[src/rtl/input_cond_pkg.sv]
// Shared types and helpers for the input conditioner.
// Holds the per-channel debounce state encoding and the counter width helper.
package input_cond_pkg;

   typedef enum logic [1:0] {
      ST_LO  = 2'd0,
      CHK_HI = 2'd1,
      ST_HI  = 2'd2,
      CHK_LO = 2'd3
   } state_t;

   // Width of a counter that must hold the largest of the three limits.
   function automatic int cnt_w(input int a, input int b, input int c);
      int m;
      m = a;
      if (b > m) m = b;
      if (c > m) m = c;
      return $clog2(m + 1);
   endfunction

endpackage

[src/rtl/input_conditioner_debounce_channel.sv]
// One conditioned channel: 2-flop synchroniser, debounce FSM, level/rise/fall.
// Ports: clock, clear (sync, active-high), raw -> level, rise, fall.
// Optional auto-repeat on rise while held: macro INPUT_COND_REPEAT_EN.
module debounce_channel
   import input_cond_pkg::*;
#(
   parameter int DEBOUNCE_CYCLES = 1000000,
   parameter int REPEAT_DELAY    = 50000000,
   parameter int REPEAT_PERIOD   = 10000000
) (
   input  logic clock,
   input  logic clear,
   input  logic raw,
   output logic level,
   output logic rise,
   output logic fall
);

   localparam int CNT_W =
      cnt_w(DEBOUNCE_CYCLES, REPEAT_DELAY, REPEAT_PERIOD);
   localparam logic [CNT_W-1:0] DB_LAST =
      CNT_W'(DEBOUNCE_CYCLES - 1);

   logic             s1;
   logic             s2;
   state_t           state;
   logic [CNT_W-1:0] cnt;

`ifdef INPUT_COND_REPEAT_EN
   localparam logic [CNT_W-1:0] RD_LAST =
      CNT_W'(REPEAT_DELAY - 1);
   localparam logic [CNT_W-1:0] RP_LAST =
      CNT_W'(REPEAT_PERIOD - 1);
   // Set once the first (delayed) repeat has fired.
   logic rep;
`endif

   // In ST_HI the debounce counter is idle, so it doubles as the
   // repeat counter when auto-repeat is built in.
   always_ff @(posedge clock) begin
      if (clear) begin
         s1    <= 1'b0;
         s2    <= 1'b0;
         state <= ST_LO;
         cnt   <= '0;
         level <= 1'b0;
         rise  <= 1'b0;
         fall  <= 1'b0;
`ifdef INPUT_COND_REPEAT_EN
         rep   <= 1'b0;
`endif
      end else begin
         s1   <= raw;
         s2   <= s1;
         rise <= 1'b0;
         fall <= 1'b0;
         unique case (state)
            ST_LO: begin
               if (s2) begin
                  state <= CHK_HI;
                  cnt   <= '0;
               end
            end
            CHK_HI: begin
               if (!s2) begin
                  state <= ST_LO;
                  cnt   <= '0;
               end else if (cnt == DB_LAST) begin
                  state <= ST_HI;
                  level <= 1'b1;
                  rise  <= 1'b1;
                  cnt   <= '0;
`ifdef INPUT_COND_REPEAT_EN
                  rep   <= 1'b0;
`endif
               end else begin
                  cnt <= cnt + 1'b1;
               end
            end
            ST_HI: begin
               if (!s2) begin
                  state <= CHK_LO;
                  cnt   <= '0;
               end
`ifdef INPUT_COND_REPEAT_EN
               else if (cnt == (rep ? RP_LAST : RD_LAST)) begin
                  rise <= 1'b1;
                  rep  <= 1'b1;
                  cnt  <= '0;
               end else begin
                  cnt <= cnt + 1'b1;
               end
`endif
            end
            CHK_LO: begin
               if (s2) begin
                  state <= ST_HI;
                  cnt   <= '0;
`ifdef INPUT_COND_REPEAT_EN
                  rep   <= 1'b0;
`endif
               end else if (cnt == DB_LAST) begin
                  state <= ST_LO;
                  level <= 1'b0;
                  fall  <= 1'b1;
                  cnt   <= '0;
               end else begin
                  cnt <= cnt + 1'b1;
               end
            end
            default: begin
               state <= ST_LO;
               cnt   <= '0;
            end
         endcase
      end
   end

endmodule

[src/rtl/input_conditioner.sv]
// Conditions NUM_CH raw push-button/switch pins into debounced levels and pulses.
// Ports: clock, clear (sync, active-high), raw_i[NUM_CH] -> level_o, rise_o, fall_o.
// Macro INPUT_COND_REPEAT_EN adds auto-repeat rise pulses while a pin is held.
module input_conditioner
   import input_cond_pkg::*;
#(
   parameter int NUM_CH          = 2,
   parameter int DEBOUNCE_CYCLES = 1000000,
   parameter int REPEAT_DELAY    = 50000000,
   parameter int REPEAT_PERIOD   = 10000000
) (
   input  logic              clock,
   input  logic              clear,
   input  logic [NUM_CH-1:0] raw_i,
   output logic [NUM_CH-1:0] level_o,
   output logic [NUM_CH-1:0] rise_o,
   output logic [NUM_CH-1:0] fall_o
);

   for (genvar g = 0; g < NUM_CH; g++) begin : g_ch
      debounce_channel #(
         .DEBOUNCE_CYCLES(DEBOUNCE_CYCLES),
         .REPEAT_DELAY   (REPEAT_DELAY),
         .REPEAT_PERIOD  (REPEAT_PERIOD)
      ) u_ch (
         .clock(clock),
         .clear(clear),
         .raw  (raw_i[g]),
         .level(level_o[g]),
         .rise (rise_o[g]),
         .fall (fall_o[g])
      );
   end

endmodule

[config.mk]
export PLATFORM = sky130hd
export DESIGN_NAME = input_conditioner
export DESIGN_NICKNAME = d
export VERILOG_FILES = /design/src/rtl/input_cond_pkg.sv /design/src/rtl/input_conditioner_debounce_channel.sv /design/src/rtl/input_conditioner.sv
export SDC_FILE = /design/constraint.sdc
export NUM_CORES = 1
export LEC_CHECK = 0
export BUFFER_PORTS_ARGS = -buffer_cell sky130_fd_sc_hd__buf_2
export CELL_PAD_IN_SITES_DETAIL_PLACEMENT = 0
export CELL_PAD_IN_SITES_GLOBAL_PLACEMENT = 1
export CORE_UTILIZATION = 42
export DETAILED_ROUTE_END_ITERATION = 10
export PLACE_DENSITY = 0.69
export SLEW_MARGIN = 10
export SYNTH_ARGS = -nofsm -noshare
export SYNTH_HDL_FRONTEND = slang
export SYNTH_SLANG_ARGS = --single-unit
[constraint.sdc]
create_clock -name clock -period 6.95 [get_ports clock]
set_input_delay 0.3475 -clock clock [delete_from_list [all_inputs] [get_ports clock]]
set_output_delay 0.3475 -clock clock [all_outputs]
set_load 0.005 [all_outputs]
After elaboration in Yosys (flattened, before gate mapping)
Index checks and enable logic that the tools add are counted.
- flip-flop bits (word level): 66
- input bits: 4
- output and inout bits: 6
- word-level logic and storage cells: 98
- add/subtract/negate cells: 2
- mux-type cells: 38
- bitwise operators: 6
- reductions and logical operators: 14
- equality and inequality tests: 24
- operators by type and width (cell ; number):
    26-bit two-way mux ; 10
    26-bit case mux with 4 select lines ; 2
    26-bit by 1-bit adder with 26-bit output, second input constant ; 2
    26-bit by 20-bit == test with 1-bit output, second input constant ; 2
    2-bit two-way mux ; 12
    2-bit by 1-bit != test with 1-bit output, second input constant ; 8
    2-bit case mux with 4 select lines ; 2
    3-bit OR reduction ; 4
    1-bit two-way mux ; 10
    5-bit AND reduction ; 2
    2-bit == test, second input constant ; 4
    2-bit != test, second input constant ; 4
    4-bit AND reduction ; 2
    3-bit by 1-bit != test with 1-bit output, second input constant ; 2
    3-bit != test, second input constant ; 2
    1-bit inverter ; 6
    2-bit by 1-bit == test with 1-bit output, second input constant ; 2
    2-bit zero test ; 2
    1-bit case mux with 2 select lines ; 2
    2-bit AND reduction ; 2
    2-bit nonzero test ; 2

Depth between registers and ports, before layout
- depth after elaboration: 4
- depth in mapped cells: 8
- depth with buffers taken out: 6

By module
A second synthesis with hierarchy kept.
- cell total of the unflattened synthesis: 399
- area total of the unflattened synthesis: 3355.7 um2
- modules (own cells, without submodules) (module ; area each (um2) ; sequential area each (um2) ; cells each ; times used):
    debounce_channel at g_ch[1].u_ch ; 1685.4 ; 660.6 ; 194 ; 1
    debounce_channel at g_ch[0].u_ch ; 1670.4 ; 660.6 ; 205 ; 1

Least setup slack after synthesis
No wires, ideal clock.
- kind: register to register
- start point: register g_ch[0].u_ch.cnt[0]
- end point: register g_ch[0].u_ch.cnt[24]
- library setup time: 0.122 ns
- stages on the path, launching flop included: 7
- clock period less this slack: 2.251 ns
- buffers on the path: 0
- data arrival time: 2.129 ns
- required time: 6.828 ns
- slack: 4.699 ns
- cell sequence: dfxtp_1 -> ha_1 -> nand4_1 -> or4_4 -> or4_4 -> and3_1 -> a221o_1
- word-level cells in the longest chain between the ends: 4
- RTL lines (item ; line ; RTL):
    start: declaration ; input_conditioner_debounce_channel.sv:27 ; logic [CNT_W-1:0] cnt;
    start signal: assignment ; input_conditioner_debounce_channel.sv:77 ; cnt <= cnt + 1'b1;
    start signal: assignment ; input_conditioner_debounce_channel.sv:108 ; cnt <= cnt + 1'b1;
    26-bit by 1-bit adder with 26-bit output / 26-bit by 20-bit == test with 1-bit output (equally long branches) ; -- ;
    26-bit two-way mux (*) ; input_conditioner_debounce_channel.sv:68, input_conditioner_debounce_channel.sv:102 ;
    26-bit two-way mux (on tied branches) ; input_conditioner_debounce_channel.sv:96, input_conditioner_debounce_channel.sv:65 ;
    26-bit case mux with 4 select lines (*) ; input_conditioner_debounce_channel.sv:57 ; unique case (state)
Mark *: on every way between the ends. The rest lies on a longest branch, timed or not.
A chain may end at the register's enable or synchronous reset.

Final worst setup path
- start point: register g_ch[1].u_ch.cnt[15]
- end point: register g_ch[1].u_ch.cnt[16]
- word-level cells in the longest chain between the ends: 4
- RTL lines (item ; line):
    start: declaration ; input_conditioner_debounce_channel.sv:27
    start signal: assignment ; input_conditioner_debounce_channel.sv:77
    start signal: assignment ; input_conditioner_debounce_channel.sv:108
    26-bit by 1-bit adder with 26-bit output / 26-bit by 20-bit == test with 1-bit output (equally long branches) ; --
    26-bit two-way mux (*) ; input_conditioner_debounce_channel.sv:68, input_conditioner_debounce_channel.sv:102
    26-bit two-way mux (on tied branches) ; input_conditioner_debounce_channel.sv:96, input_conditioner_debounce_channel.sv:65
    26-bit case mux with 4 select lines (*) ; input_conditioner_debounce_channel.sv:57
Marks and branches as above.

==> impl_metrics.yaml <==
run_status:
  status: "finished, final reports clean"
detailed_routing:
  postRouteAntennaNets: 0
  vias: 2936
  routed_via_density: 5.690
  drtIter0Drc: 146
  finalWirelength_mm: 7.415
  firstDrtPassIters: 4
  drc: 0
  wl_per_cell_um: 14.37
setup_path:
  path_max_fanout: 42
  crit_slowest_cell: "or4b_1"
  cp.arrival_ns: 2.69
  crit_buf_inv: 1
  crit_path_start_kind: "flip-flop"
  path_class: "flip-flop to flip-flop"
  crit_family: "simple AND/OR/NAND/NOR gates"
  critPathCaptureType: "flip-flop"
  cp_cell_sequence: "or4b_1 > nor4_1 > a211oi_4 > buf_4 > and3_1 > a221o_1"
  critPathMaxStageDelay_ns: 0.60
  cp.required_ns: 7.18
power:
  cellLeakagePower_nw: 1.276
  power_density_nw_per_um2: 202.7
  p_int_mw: 0.5740
  p_sw_mw: 0.1613
  power_mw: 0.7352
  p_clk_frac: 0.448
  p_comb_frac: 0.032
  pwr-share-seq: 0.520
  peakVddDrop_uv: 104.1
  swShare: 0.2194
sta:
  post-route-period-util: 0.3538
  min_period_ns: 2.459
  timing_hold_violations_final: 0
  setup_violations: 0
  setup-tns-final_ns: 0
  rsz0062_at_grt: "no"
  slew_violations: 0
  relSlewSlack: 0.3915
  max_freq_mhz: 406.7
  fin_skew_ns: 0.008651
  worstMarginPinSlew_ns: 0.9045
synth:
  synth_cell_types: 55
  post_synth_inst_count: 409
  synthArstFlopShare: 0
  synth_area_um2: 3324
  syn_nets: 415
  synth-seq-cells: 66
  yosys_warnings: 0
  yosys_most_used_dff: "dfxtp_1"
  post_synth.cell_area_avg_um2: 8.128
  seq_area_frac_synth: 0.3974
  synth_edf_count: 0
floorplanning:
  core_area_um2: 7687
  pin_count: 10
  die_y_um: 90.97
  dieArea_um2: 8276
  fp-row-count: 32
  start_util: 0.4325
  die_x_um: 90.97
cts:
  cts.sinks: 66
  cts_setup_buffers: 0
  cts.hold.buffers_added: 0
  clk_pin_slew_ns: 0.07
  numCtsBuffers: 9
  clk_latency_ns: 0.35
  cts_resized: 0
  clock_path_buffers: 2
  root_buffer: "clkbuf_8"
  cts_tree: "built"
  h-tree-depth: 3
flow_run:
  maxCapViolCount: 0
placement:
  placed_cell_area_um2: 3430
  port_buffers: 9
  placed_cells: 500
  post-dp-hpwl_mm: 5.080
  gp_congestion: 0.7167
cells_and_area:
  stdcell_count: 516
  area.growth.synth_to_final_pct: 9.108
  final_core_util: 0.4718
  design_area_um2: 3627
  layout.nets: 415
  antennaDiodeCount: 0
  drive_gt1_frac: 0.09662
global_route:
  antenna_found_initial: 0
  grt_pass1_vias: 2536
  grt_overflow_total: 0
  grt_pass1_wl_mm: 12.35
  grt_usage: 0.1865
  grt_max_degree: 43
min_path:
  hp-class: "primary input to flip-flop"
==> final cells by class <==
type                            count  area, µm²
Inverter                            9      33.78
Multi-Input combinational cell    310       1872
Timing Repair Buffer               13      75.07
Fill cell                         792       4060
Tap cell                          102      127.6
Sequential cell                    66       1321
Clock buffer                       14      162.7
Clock inverter                      2      35.03
==> sequential cells by signal (all words and copies together), names as in the netlist, named ones only <==
name and flops:
g_ch.u_ch.rise 2, g_ch.u_ch.level 2, g_ch.u_ch.s2 2, g_ch.u_ch.cnt 52, g_ch.u_ch.fall 2, g_ch.u_ch.state 2
g_ch.u_ch.s1 2
==> through the flow <==
stage               hold WS, ns  worst slack [ns]
finish                   0.2144             4.491
global route             0.2287             4.346
CTS                      0.2053             4.487
detailed placement       0.4256             4.511
global placement         0.4200             4.574
floorplan                0.4138             4.699
==> worst register-to-register path: cells and delay by family, from the launching register on <==
family | cells | cell delay, ns
AOI/OAI and AO/OA | 2 | 0.37
DFF | 1 | 0.36
buffers and inverters | 1 | 0.28
and+or+nand+nor | 3 | 1.33
==> Yosys cell counts (3+ instances only) <==
cell       n  area, µm²
a21o_1     5      37.54
nor2_1    33      123.9
and2_1     4      25.02
nor3_1     9      45.04
nor4b_1    4      35.03
nor4_1     9      56.30
nand4_1    8      50.05
a22o_1     6      52.55
buf_4      6      45.04
xnor2_1    3      26.28
inv_1      9      33.78
a31oi_1   27      168.9
mux2i_1    7      70.07
a41oi_1    4      35.03
nand2_1   38      142.6
dfxtp_1   66       1321
o21ai_0   16      80.08
nor3b_1    3      22.52
nand2b_1   7      43.79
nor2b_1    6      37.54
and3_1    10      62.56
clkbuf_1   9      33.78
buf_2      6      30.03
a21oi_1   35      175.2
nand3_1   34      170.2
xor2_1     4      35.03
==> cells by family after synthesis <==
| logic type | after synthesis | share of synthesized area |
|---|---|---|
| XOR/XNOR | 7 | 0.01844 |
| multiplexers | 7 | 0.02108 |
| adder cells (fa/ha/maj) | 2 | 0.007526 |
| buffers and inverters | 33 | 0.04704 |
| AND/OR/NAND/NOR | 185 | 0.3026 |
| flip-flops | 66 | 0.3974 |
| AO/OA/AOI/OAI | 109 | 0.2059 |
==> cell usage in the layout (no fill, tap or decap), types with 5 or more instances in the layout <==
master and count:
a31oi_1 27, dfxtp_1 66, nor3_1 9, nor4_1 9, mux2i_1 7, nand4_1 8
inv_1 9, nand2_1 38, nor2b_1 6, o21ai_0 16, a21o_1 5, nand3_1 34
nor2_1 33, nand2b_1 7, clkbuf_8 11, buf_2 9, a22o_1 6, a21oi_1 35
and3_1 10
==> power groups by stage <==
| stage | Sequential (mW) | Clock [mW] | Combinational [mW] |
|---|---|---|---|
| finish | 0.382 | 0.329 | 0.0233 |
| global placement | 0.391 | 0 | 0.0235 |
| floorplan | 0.391 | 0 | 0.0173 |
| detailed placement | 0.391 | 0 | 0.0236 |
| CTS | 0.382 | 0.339 | 0.0236 |
| global route | 0.383 | 0.355 | 0.0260 |
==> routing by layer <==
| layer | track usage | wire, µm | up-vias |
|---|---|---|---|
| met5 | 0 | 0 | - |
| met2 | 0.3087 | 3594 | 34 |
| met1 | 0.2355 | 3502 | 1364 |
| li1 | - | - | 1525 |
| met3 | 0.04606 | 219 | 13 |
| met4 | 0.06614 | 98 | 0 |
==> worst paths after layout <==
path,from,to,slack (ns),cells past startpoint
worst max-delay path,g_ch[1].u_ch.cnt[15]$_SDFFE_PP0P_,g_ch[1].u_ch.cnt[16]$_SDFFE_PP0P_,4.49,6
worst min-delay path,raw_i[1],g_ch[1].u_ch.s1$_SDFF_PP0_,0.21,2
worst max register to register,g_ch[1].u_ch.cnt[15]$_SDFFE_PP0P_,g_ch[1].u_ch.cnt[16]$_SDFFE_PP0P_,4.49,6
worst min register to register,g_ch[0].u_ch.s1$_SDFF_PP0_,g_ch[0].u_ch.s2$_SDFF_PP0_,0.44,1
Note: power is estimated with default switching activity, not from simulation.
